<file path="config.mk">
export PLATFORM = sky130hd
export DESIGN_NAME = m10k_stream_ctrl
export DESIGN_NICKNAME = d
export VERILOG_FILES = /design/src/rtl/m10k_stream_ctrl.sv
export SDC_FILE = /design/constraint.sdc
export NUM_CORES = 1
export LEC_CHECK = 0
export ABC_AREA = 1
export CAP_MARGIN = 20
export CORE_ASPECT_RATIO = 1.5
export CORE_MARGIN = 4
export CORE_UTILIZATION = 50
export CTS_BUF_LIST = sky130_fd_sc_hd__clkbuf_4 sky130_fd_sc_hd__clkbuf_8 sky130_fd_sc_hd__clkbuf_16
export CTS_CLUSTER_DIAMETER = 200
export DETAILED_ROUTE_END_ITERATION = 6
export GPL_ROUTABILITY_DRIVEN = 0
export PLACE_DENSITY = 0.79
export SKIP_CTS_REPAIR_TIMING = 1
export SLEW_MARGIN = 25
export SYNTH_ARGS = -nofsm -noshare
export SYNTH_HDL_FRONTEND = slang
export SYNTH_SLANG_ARGS = --single-unit
</file>
<file path="constraint.sdc">
create_clock -name clk -period 4.6 [get_ports clk]
set_input_delay 0.92 -clock clk [delete_from_list [all_inputs] [get_ports clk]]
set_output_delay 0.92 -clock clk [all_outputs]
set_load 0.1 [all_outputs]
</file>
<file path="src/rtl/m10k_stream_ctrl.sv">
// ---------------------------------------------------------------------------
// m10k_stream_ctrl
//
// Store-then-forward frame buffer sequencer for one m10k_mem instance.
// A frame of `length` words is first written into the memory from the
// inbound valid/ready stream (FILL). It is then read back and sent out on a
// registered valid/ready stream with SOP/EOP framing (DRAIN). The block
// drives every memory address, write-enable and write-data signal itself.
//
// Build option:
//   M10K_STREAM_CTRL_PATTERN_EN  - when defined, FILL ignores the inbound
//                                  stream and writes wr_cnt as a counting
//                                  self-test pattern, one word per cycle.
//
// Ports:
//   clk, reset_n          single clock (also the memory wclk), async
//                         active-low reset
//   start, length         frame request and its length in words
//                         (0..2**ADDR_WIDTH), sampled when start is taken
//   busy, done            frame in progress / one-cycle completion pulse
//   snk_data/valid/ready  inbound stream (ready driven by this block)
//   src_data/valid/ready  outbound stream (data/valid registered)
//   src_sop, src_eop      first / last word markers, qualified by src_valid
//   mem_waddr/wdata/we    memory write port
//   mem_raddr, mem_rdata  memory read port, read data combinational
// ---------------------------------------------------------------------------
module m10k_stream_ctrl #(
    parameter int DATA_WIDTH = 8,
    parameter int ADDR_WIDTH = 10
) (
    input  logic                  clk,
    input  logic                  reset_n,
    input  logic                  start,
    input  logic [ADDR_WIDTH:0]   length,
    output logic                  busy,
    output logic                  done,
    input  logic [DATA_WIDTH-1:0] snk_data,
    input  logic                  snk_valid,
    output logic                  snk_ready,
    output logic [DATA_WIDTH-1:0] src_data,
    output logic                  src_valid,
    input  logic                  src_ready,
    output logic                  src_sop,
    output logic                  src_eop,
    output logic [ADDR_WIDTH-1:0] mem_waddr,
    output logic [DATA_WIDTH-1:0] mem_wdata,
    output logic                  mem_we,
    output logic [ADDR_WIDTH-1:0] mem_raddr,
    input  logic [DATA_WIDTH-1:0] mem_rdata
);

    // Counters carry one extra bit so a full 2**ADDR_WIDTH frame never wraps.
    localparam int               CNT_W   = ADDR_WIDTH + 1;
    localparam logic [CNT_W-1:0] CNT_ONE = CNT_W'(1);

    typedef enum logic [1:0] {
        IDLE,
        FILL,
        DRAIN
    } state_t;

    state_t            state;
    state_t            state_next;
    logic [CNT_W-1:0]  len;
    logic [CNT_W-1:0]  wr_cnt;
    logic [CNT_W-1:0]  rd_cnt;
    logic [CNT_W-1:0]  last_idx;
    logic              wr_beat;
    logic              out_free;
    logic              load;
    logic              last_accept;

    // Only meaningful while busy, where len is never zero.
    assign last_idx  = len - CNT_ONE;
    assign mem_waddr = wr_cnt[ADDR_WIDTH-1:0];
    assign mem_raddr = rd_cnt[ADDR_WIDTH-1:0];

`ifdef M10K_STREAM_CTRL_PATTERN_EN
    logic [DATA_WIDTH-1:0] pattern_word;

    generate
        if (DATA_WIDTH > CNT_W) begin : g_pat_ext
            assign pattern_word = {{(DATA_WIDTH-CNT_W){1'b0}}, wr_cnt};
        end else begin : g_pat_trunc
            assign pattern_word = wr_cnt[DATA_WIDTH-1:0];
        end
    endgenerate
`endif

    // ------------------------------------------------------------------
    // State register
    // ------------------------------------------------------------------
    always_ff @(posedge clk or negedge reset_n) begin
        // NOTE: sequential state is only ever updated with non-blocking
        // assignments so every register samples pre-edge values.
        if (!reset_n) state <= IDLE;
        else          state <= state_next;
    end

    // ------------------------------------------------------------------
    // Next state and combinational handshake / memory controls
    // ------------------------------------------------------------------
    always_comb begin
        // NOTE: every signal gets a default before the case so no path
        // leaves it unassigned and no latch is inferred.
        state_next  = state;
        snk_ready   = 1'b0;
        mem_we      = 1'b0;
        wr_beat     = 1'b0;
        load        = 1'b0;
        last_accept = 1'b0;
        out_free    = !src_valid || src_ready;
`ifdef M10K_STREAM_CTRL_PATTERN_EN
        mem_wdata   = pattern_word;
`else
        mem_wdata   = snk_data;
`endif

        unique case (state)
            IDLE: begin
                if (start && (length != '0)) state_next = FILL;
            end
            FILL: begin
`ifdef M10K_STREAM_CTRL_PATTERN_EN
                wr_beat   = 1'b1;
`else
                snk_ready = 1'b1;
                wr_beat   = snk_valid;
`endif
                mem_we = wr_beat;
                if (wr_beat && (wr_cnt == last_idx)) state_next = DRAIN;
            end
            DRAIN: begin
                load        = out_free && (rd_cnt < len);
                last_accept = src_valid && src_ready && src_eop;
                if (last_accept) state_next = IDLE;
            end
            default: state_next = IDLE;
        endcase
    end

    // ------------------------------------------------------------------
    // Counters, output register, status
    // ------------------------------------------------------------------
    always_ff @(posedge clk or negedge reset_n) begin
        if (!reset_n) begin
            // NOTE: all control state is reset; the frame store itself is
            // external memory and is deliberately left untouched.
            len       <= '0;
            wr_cnt    <= '0;
            rd_cnt    <= '0;
            src_data  <= '0;
            src_valid <= 1'b0;
            src_sop   <= 1'b0;
            src_eop   <= 1'b0;
            busy      <= 1'b0;
            done      <= 1'b0;
        end else begin
            done <= 1'b0;
            unique case (state)
                IDLE: begin
                    if (start) begin
                        if (length != '0) begin
                            len    <= length;
                            wr_cnt <= '0;
                            busy   <= 1'b1;
                        end else begin
                            // Empty frame: complete immediately, never busy.
                            done <= 1'b1;
                        end
                    end
                end
                FILL: begin
                    if (wr_beat) begin
                        wr_cnt <= wr_cnt + CNT_ONE;
                        if (wr_cnt == last_idx) rd_cnt <= '0;
                    end
                end
                DRAIN: begin
                    // Read data is combinational from rd_cnt, so the output
                    // register captures the word at the current address.
                    if (load) begin
                        src_data  <= mem_rdata;
                        src_valid <= 1'b1;
                        src_sop   <= (rd_cnt == '0);
                        src_eop   <= (rd_cnt == last_idx);
                        rd_cnt    <= rd_cnt + CNT_ONE;
                    end else if (out_free) begin
                        src_valid <= 1'b0;
                    end
                    if (last_accept) begin
                        busy <= 1'b0;
                        done <= 1'b1;
                    end
                end
                default: ;
            endcase
        end
    end

endmodule

</file>
==> flow_metrics.env, run 1 <==
export IMPL_status="finished clean"
export IMPL_finalNetCount=553
export IMPL_cts_tree="built"
export IMPL_port_buffer_count=58
export IMPL_post_place_ws_ns=1.49
export IMPL_netlist_instances=476
export IMPL_first_pass_grt_wire_length_um=14000
export IMPL_worst_pin_slew_ns=0.986
export IMPL_max_cap_violations=0
export IMPL_yosysSeqAreaShare=0.356
export IMPL_cts_root_buffer_cell="clkbuf_8"
export IMPL_critPathCaptureType="output pin"
export IMPL_drt_first_pass_iters=4
export IMPL_final_min_clock_period_ns=3.15
export IMPL_synth_yosys_warnings=0
export IMPL_synth_cell_type_count=26
export IMPL_global_route_usage_met2=0.392
export IMPL_hold_viol=0
export IMPL_final_period_utilization=0.685
export IMPL_mostFrequentLayoutCell="nand2_1"
export IMPL_clock_fmax_ghz=0.317
export IMPL_grt_busiest_layer="met2"
export IMPL_power_leakage_nw=1.81
export IMPL_h_tree_depth=2
export IMPL_rsz0062_at_grt="no"
export IMPL_dieWidth_um=75.1
export IMPL_power_density_cell_area_nw_per_um2=627
export IMPL_setup_violations=0
export IMPL_groute_layer_met1_usage=0.257
export IMPL_synth_area_um2=3380
export IMPL_fp_dieArea_um2=8160
export IMPL_met3_usage=0.0295
export IMPL_most_instantiated_flip_flop_cell_in_the_synthesis_netlist="dfrtp_1"
export IMPL_critical_path_peak_fanout=14
export IMPL_worst_setup_hold_path_clk_slew_ns=0.09
export IMPL_synth_edf_count=0
export IMPL_syn2layout_area_growth_pct=15.5
export IMPL_num_fill_cells=612
export IMPL_initial_antenna_violation_count=0
export IMPL_grt_pass1_vias=3090
export IMPL_synthArstFlopShare=1.00
export IMPL_finalClockSkew_ns=0.0147
export IMPL_cts_made_buffers=5
export IMPL_fraction_of_layout_cells_with_a_size_suffix_above_1=0.0414
export IMPL_synth_area_per_cell_um2=7.09
export IMPL_via_per_inst=5.44
export IMPL_worst_endpoint_required_ns=3.68
export IMPL_insertedDiodeCount=0
export IMPL_initialDrtViolationCount=224
export IMPL_syn_nets=523
export IMPL_ys_seq_elements=48
export IMPL_finalMaxSlewViolations=0
export IMPL_slew_headroom=0.341
export IMPL_height_of_the_die_um=109
export IMPL_grt_overflow=0
export IMPL_peakVddDrop_v=0.000448
export IMPL_clkSinkCount=48
export IMPL_hold_path_class="flip-flop to flip-flop"
export IMPL_groute_usage_overall=0.221
export IMPL_grt_max_degree=49
export IMPL_skew_pair_late_insertion_delay_ns=0.31
export IMPL_timing_worst_setup_path_type="flip-flop to output pin"
export IMPL_drc=0
export IMPL_wire_length_per_cell_um=14.5
export IMPL_antenna_violating_nets_post_route=0
export IMPL_detailroute_via_count=3170
export IMPL_ctsLongestPathBuffers=2
export IMPL_mostFrequentLayoutCells="nand2_1 (146), clkdlybuf4s50_1 (56), nand3_1 (50)"
export IMPL_row_count=36
export IMPL_wirelength_um=8460
export IMPL_fin_setup_tns_ns=0
export IMPL_initial_utilization=0.517
export IMPL_top_level_ports=75
export IMPL_cp_start_kind="flip-flop"
export IMPL_hpwl_um=6570
export IMPL_fp_coreArea_um2=6530
export IMPL_timing_critical_path_arrival_ns=2.23
export IMPL_finalWorstSetupSlack_ns=1.45
[final timing paths]
check                       startpoint           to  slack, ns  cells past startpoint
max reg2reg                     len[8]    rd_cnt[8]       1.89                     12
min reg2reg                src_data[0]  src_data[0]       0.48                      2
min in group asynchronous      reset_n  src_data[0]       0.62                      1
min                        src_data[0]  src_data[0]       0.48                      2
max                           state[0]    snk_ready       1.45                      4
max in group asynchronous      reset_n    rd_cnt[8]       3.57                      1
[stage by stage]
stage	hold slack [ns]	cells	power (mW)	util	area, um2
after floorplan	0.538	476	1.87	-	3380
after global placement	0.453	575	2.14	0.582	3800
after detailed placement	0.460	575	2.18	0.583	3810
after CTS	0.481	583	2.45	0.597	3900
after global routing	0.504	583	2.61	0.597	3900
final	0.477	583	2.45	0.597	3900
[cell type report]
cell class                 instances  area, um2  area share
clock buffer                       7       83.8      0.0215
clock inverter                     1       8.76     0.00225
sequential                        48       1200       0.308
inverter                          49        184      0.0472
tap                               76       95.1      0.0244
multi-input combinational        343       1740       0.447
timing repair buffer              59        583       0.150
[Yosys cell counts, types with 3 or more instances]
cell type	count	area, um2
a21oi_1	10	50.1
buf_4	28	210
clkbuf_1	7	26.3
dfrtp_1	48	1200
ha_1	15	188
inv_1	48	180
nand2_1	146	548
nand2_2	3	18.8
nand3_1	50	250
nand3b_1	5	37.5
nand4_1	9	56.3
nor2_1	32	120
nor2_2	3	18.8
nor3_1	12	60.1
nor4_1	6	37.5
o21ai_0	24	120
xor2_1	18	158
[per-layer routing]
layer,wire (um),vias to the layer above
met1,3360,1471
met3,397,25
met5,0,-
li1,-,1568
met4,268,0
met2,4440,106
[flip-flops by register name, summed over array words and instances (netlist names)]
| register | cells |
|---|---|
| src_eop | 1 |
| done | 1 |
| src_data | 8 |
| state | 2 |
| src_valid | 1 |
| wr_cnt | 11 |
| busy | 1 |
| src_sop | 1 |
| rd_cnt | 11 |
| len | 11 |
[worst max-delay path, cell delays in order, from the launching register on]
cell and delay [ns]:
dfrtp_1 0.35, inv_1 0.09, nor2_1 0.10, buf_4 0.21, clkdlybuf4s50_1 1.16
[cells by family (layout without fill, tap and decap cells)]
kind of cell / after synthesis / count (layout) / share of synthesized area
compound gates: 39 / 39 / 0.0593
flops: 48 / 48 / 0.356
xor+xnor: 20 / 20 / 0.0519
buf+inv: 85 / 116 / 0.128
fa+ha+maj: 15 / 15 / 0.0556
simple gates: 269 / 269 / 0.350
[where the power goes]
group / leakage, nW / switching, mW / total (mW) / internal, mW
Sequential: 0.623 / 0.116 / 0.656 / 0.540
Combinational: 1.14 / 1.13 / 1.53 / 0.399
Clock: 0.0493 / 0.143 / 0.263 / 0.121
No activity file was read; power rests on OpenSTA's default activity.
==> run 2, diff against run 1 <==
Clock period 4.6 ns to 3.3 ns, I/O delays scaled along.
==> run 2 against run 1 <==
Against the previous run: critical path depth grew 8; utilization is 1.3 points lower; largest power group unchanged; hold slack got worse by 0.12 ns; largest cell class unchanged; sequential power rose by 40%; worst setup slack worse by 0.87 ns; via count shrank 1.8%.
==> flow_metrics.env, run 2 (same netlist as run 1, synthesis figures left out) <==
export IMPL_status="finished clean"
export IMPL_initial_utilization=0.517
export IMPL_top_level_ports=75
export IMPL_insertedDiodeCount=0
export IMPL_fp_dieArea_um2=8160
export IMPL_peakVddDrop_v=0.000683
export IMPL_critical_path_peak_fanout=24
export IMPL_topRoutingLayerUsed="met4"
export IMPL_final_hold_worst_slack_ns=0.357
export IMPL_clkSinkCount=48
export IMPL_place_inst=575
export IMPL_clock_fmax_ghz=0.367
export IMPL_worst_endpoint_required_ns=3.54
export IMPL_final_instance_count_excl_fill=583
export IMPL_port_buffer_count=58
export IMPL_finalWorstSetupSlack_ns=0.576
export IMPL_fraction_of_layout_cells_with_a_size_suffix_above_1=0.108
export IMPL_power_density_cell_area_nw_per_um2=885
export IMPL_critical_path_depth=12
export IMPL_h_tree_depth=2
export IMPL_power_net_switching_mw=1.93
export IMPL_rsz0062_at_grt="no"
export IMPL_length_of_routed_wiring_on_met1_um=3370
export IMPL_detailroute_via_count=3114
export IMPL_power_leakage_nw=1.86
export IMPL_post_place_ws_ns=0.397
export IMPL_comb_power_share=0.619
export IMPL_power_switching_fraction=0.572
export IMPL_slew_headroom=0.514
export IMPL_worst_pin_slew_ns=0.728
export IMPL_cts_tree="built"
export IMPL_hold_path_class="primary input to asynchronous set/reset pin"
export IMPL_setup_violations=0
export IMPL_skew_pair_late_insertion_delay_ns=0.31
export IMPL_wire_length_per_cell_um=14.2
export IMPL_first_pass_grt_wire_length_um=13600
export IMPL_drc=0
export IMPL_initialDrtViolationCount=199
export IMPL_dieWidth_um=75.1
export IMPL_worst_setup_hold_path_clk_slew_ns=0.09
export IMPL_internal_power_mw=1.44
export IMPL_worstRegToRegCells=12
export IMPL_worst_path_largest_cell_delay_ns=0.40
export IMPL_initial_antenna_violation_count=0
export IMPL_grt_max_degree=49
export IMPL_hpwl_um=6440
export IMPL_cp_start_kind="flip-flop"
export IMPL_critPathCaptureType="flip-flop"
export IMPL_finalCoreUtilization=0.584
export IMPL_highest_delay_cell_along_the_critical_path="dfrtp_1"
export IMPL_fin_setup_tns_ns=0
export IMPL_sequentialPowerShare=0.271
export IMPL_path_delay_family="simple AND/OR/NAND/NOR gates"
export IMPL_row_count=36
export IMPL_cts_made_buffers=5
export IMPL_share_clk_of_total_power=0.110
export IMPL_groute_usage_overall=0.214
export IMPL_wirelength_um=8300
export IMPL_finalMaxSlewViolations=0
export IMPL_final_min_clock_period_ns=2.72
export IMPL_reg_top3="len x11, rd_cnt x11, wr_cnt x11"
export IMPL_cts_root_buffer_cell="clkbuf_8"
export IMPL_hold_viol=0
export IMPL_timing_worst_setup_path_type="flip-flop to flip-flop"
export IMPL_cp_cell_sequence="inv_1 > ha_1 > a21oi_1 > o21a_1 > nand2_1 > a31oi_1 > nand2_1 > nor2_4 > inv_1 > nand2_2 > nand2_1 > nand2_1"
export IMPL_fp_coreArea_um2=6530
export IMPL_final_period_utilization=0.826
export IMPL_grt_overflow=0
export IMPL_met2WireLength_um=4370
export IMPL_antenna_violating_nets_post_route=0
export IMPL_height_of_the_die_um=109
export IMPL_grt_pass1_vias=2938
export IMPL_cp_buffers_inverters=2
export IMPL_timing_critical_path_arrival_ns=2.96
export IMPL_max_cap_violations=0
export IMPL_most_repeated_library_cell_on_the_critical_path="nand2_1"
export IMPL_finalClockSkew_ns=0.0154
export IMPL_mostFrequentLayoutCell="nand2_1"
export IMPL_drt_first_pass_iters=5
export IMPL_ctsLongestPathBuffers=2
export IMPL_finalNetCount=553
export IMPL_mostFrequentLayoutCells="nand2_1 (146), nand3_1 (50), inv_1 (48), dfrtp_1 (48), buf_4 (37)"
export IMPL_via_per_inst=5.34
export IMPL_route_met3_wl_um=390
export IMPL_syn2layout_area_growth_pct=13.0
==> run 2: cell types whose count changed in the layout (fill, tap and decap cells not counted) <==
cell and change:
clkdlybuf4s50_1 -34, buf_4 +34
==> run 2: path summary, 6_finish.rpt <==
kind	from	slack (ns)	endpoint
setup / recovery	len[8]	0.58	rd_cnt[9]
hold / removal	reset_n	0.36	src_data[7]
setup reg to reg	len[8]	0.58	rd_cnt[9]
hold reg to reg	src_data[3]	0.48	src_data[3]
max in group asynchronous	reset_n	2.52	rd_cnt[9]
min in group clk	src_data[3]	0.48	src_data[3]
==> run 2: through the flow <==
stage	cell area (um2)	total power, mW
2_1_floorplan	3380	2.60
3_3_place_gp	3720	2.96
3_5_place_dp	3720	3.01
4_1_cts	3810	3.37
5_1_grt	3810	3.61
6_report	3810	3.37
==> run 2: final cells by class <==
cell class	instances	area (um2)
clock inverter	1	8.76
sequential	48	1200
clock buffer	7	83.8
multi-input combinational	343	1740
timing repair buffer	59	498
inverter	49	184
tap	76	95.1
fill	610	2720
==> run 2: per-layer routing <==
metal / up-vias / global-route usage
met5: - / 0
met4: 0 / 0.0687
met3: 14 / 0.0277
met2: 92 / 0.378
met1: 1442 / 0.263
li1: 1566 / -
==> run 2: power groups by stage <==
stage               Combinational [mW]  Sequential (mW)  Clock (mW)
global route                      2.28            0.943       0.388
detailed placement                2.08            0.926           0
finish                            2.09            0.916       0.370
global placement                  2.04            0.917           0
floorplan                         1.30             1.30           0
CTS                               2.09            0.914       0.372
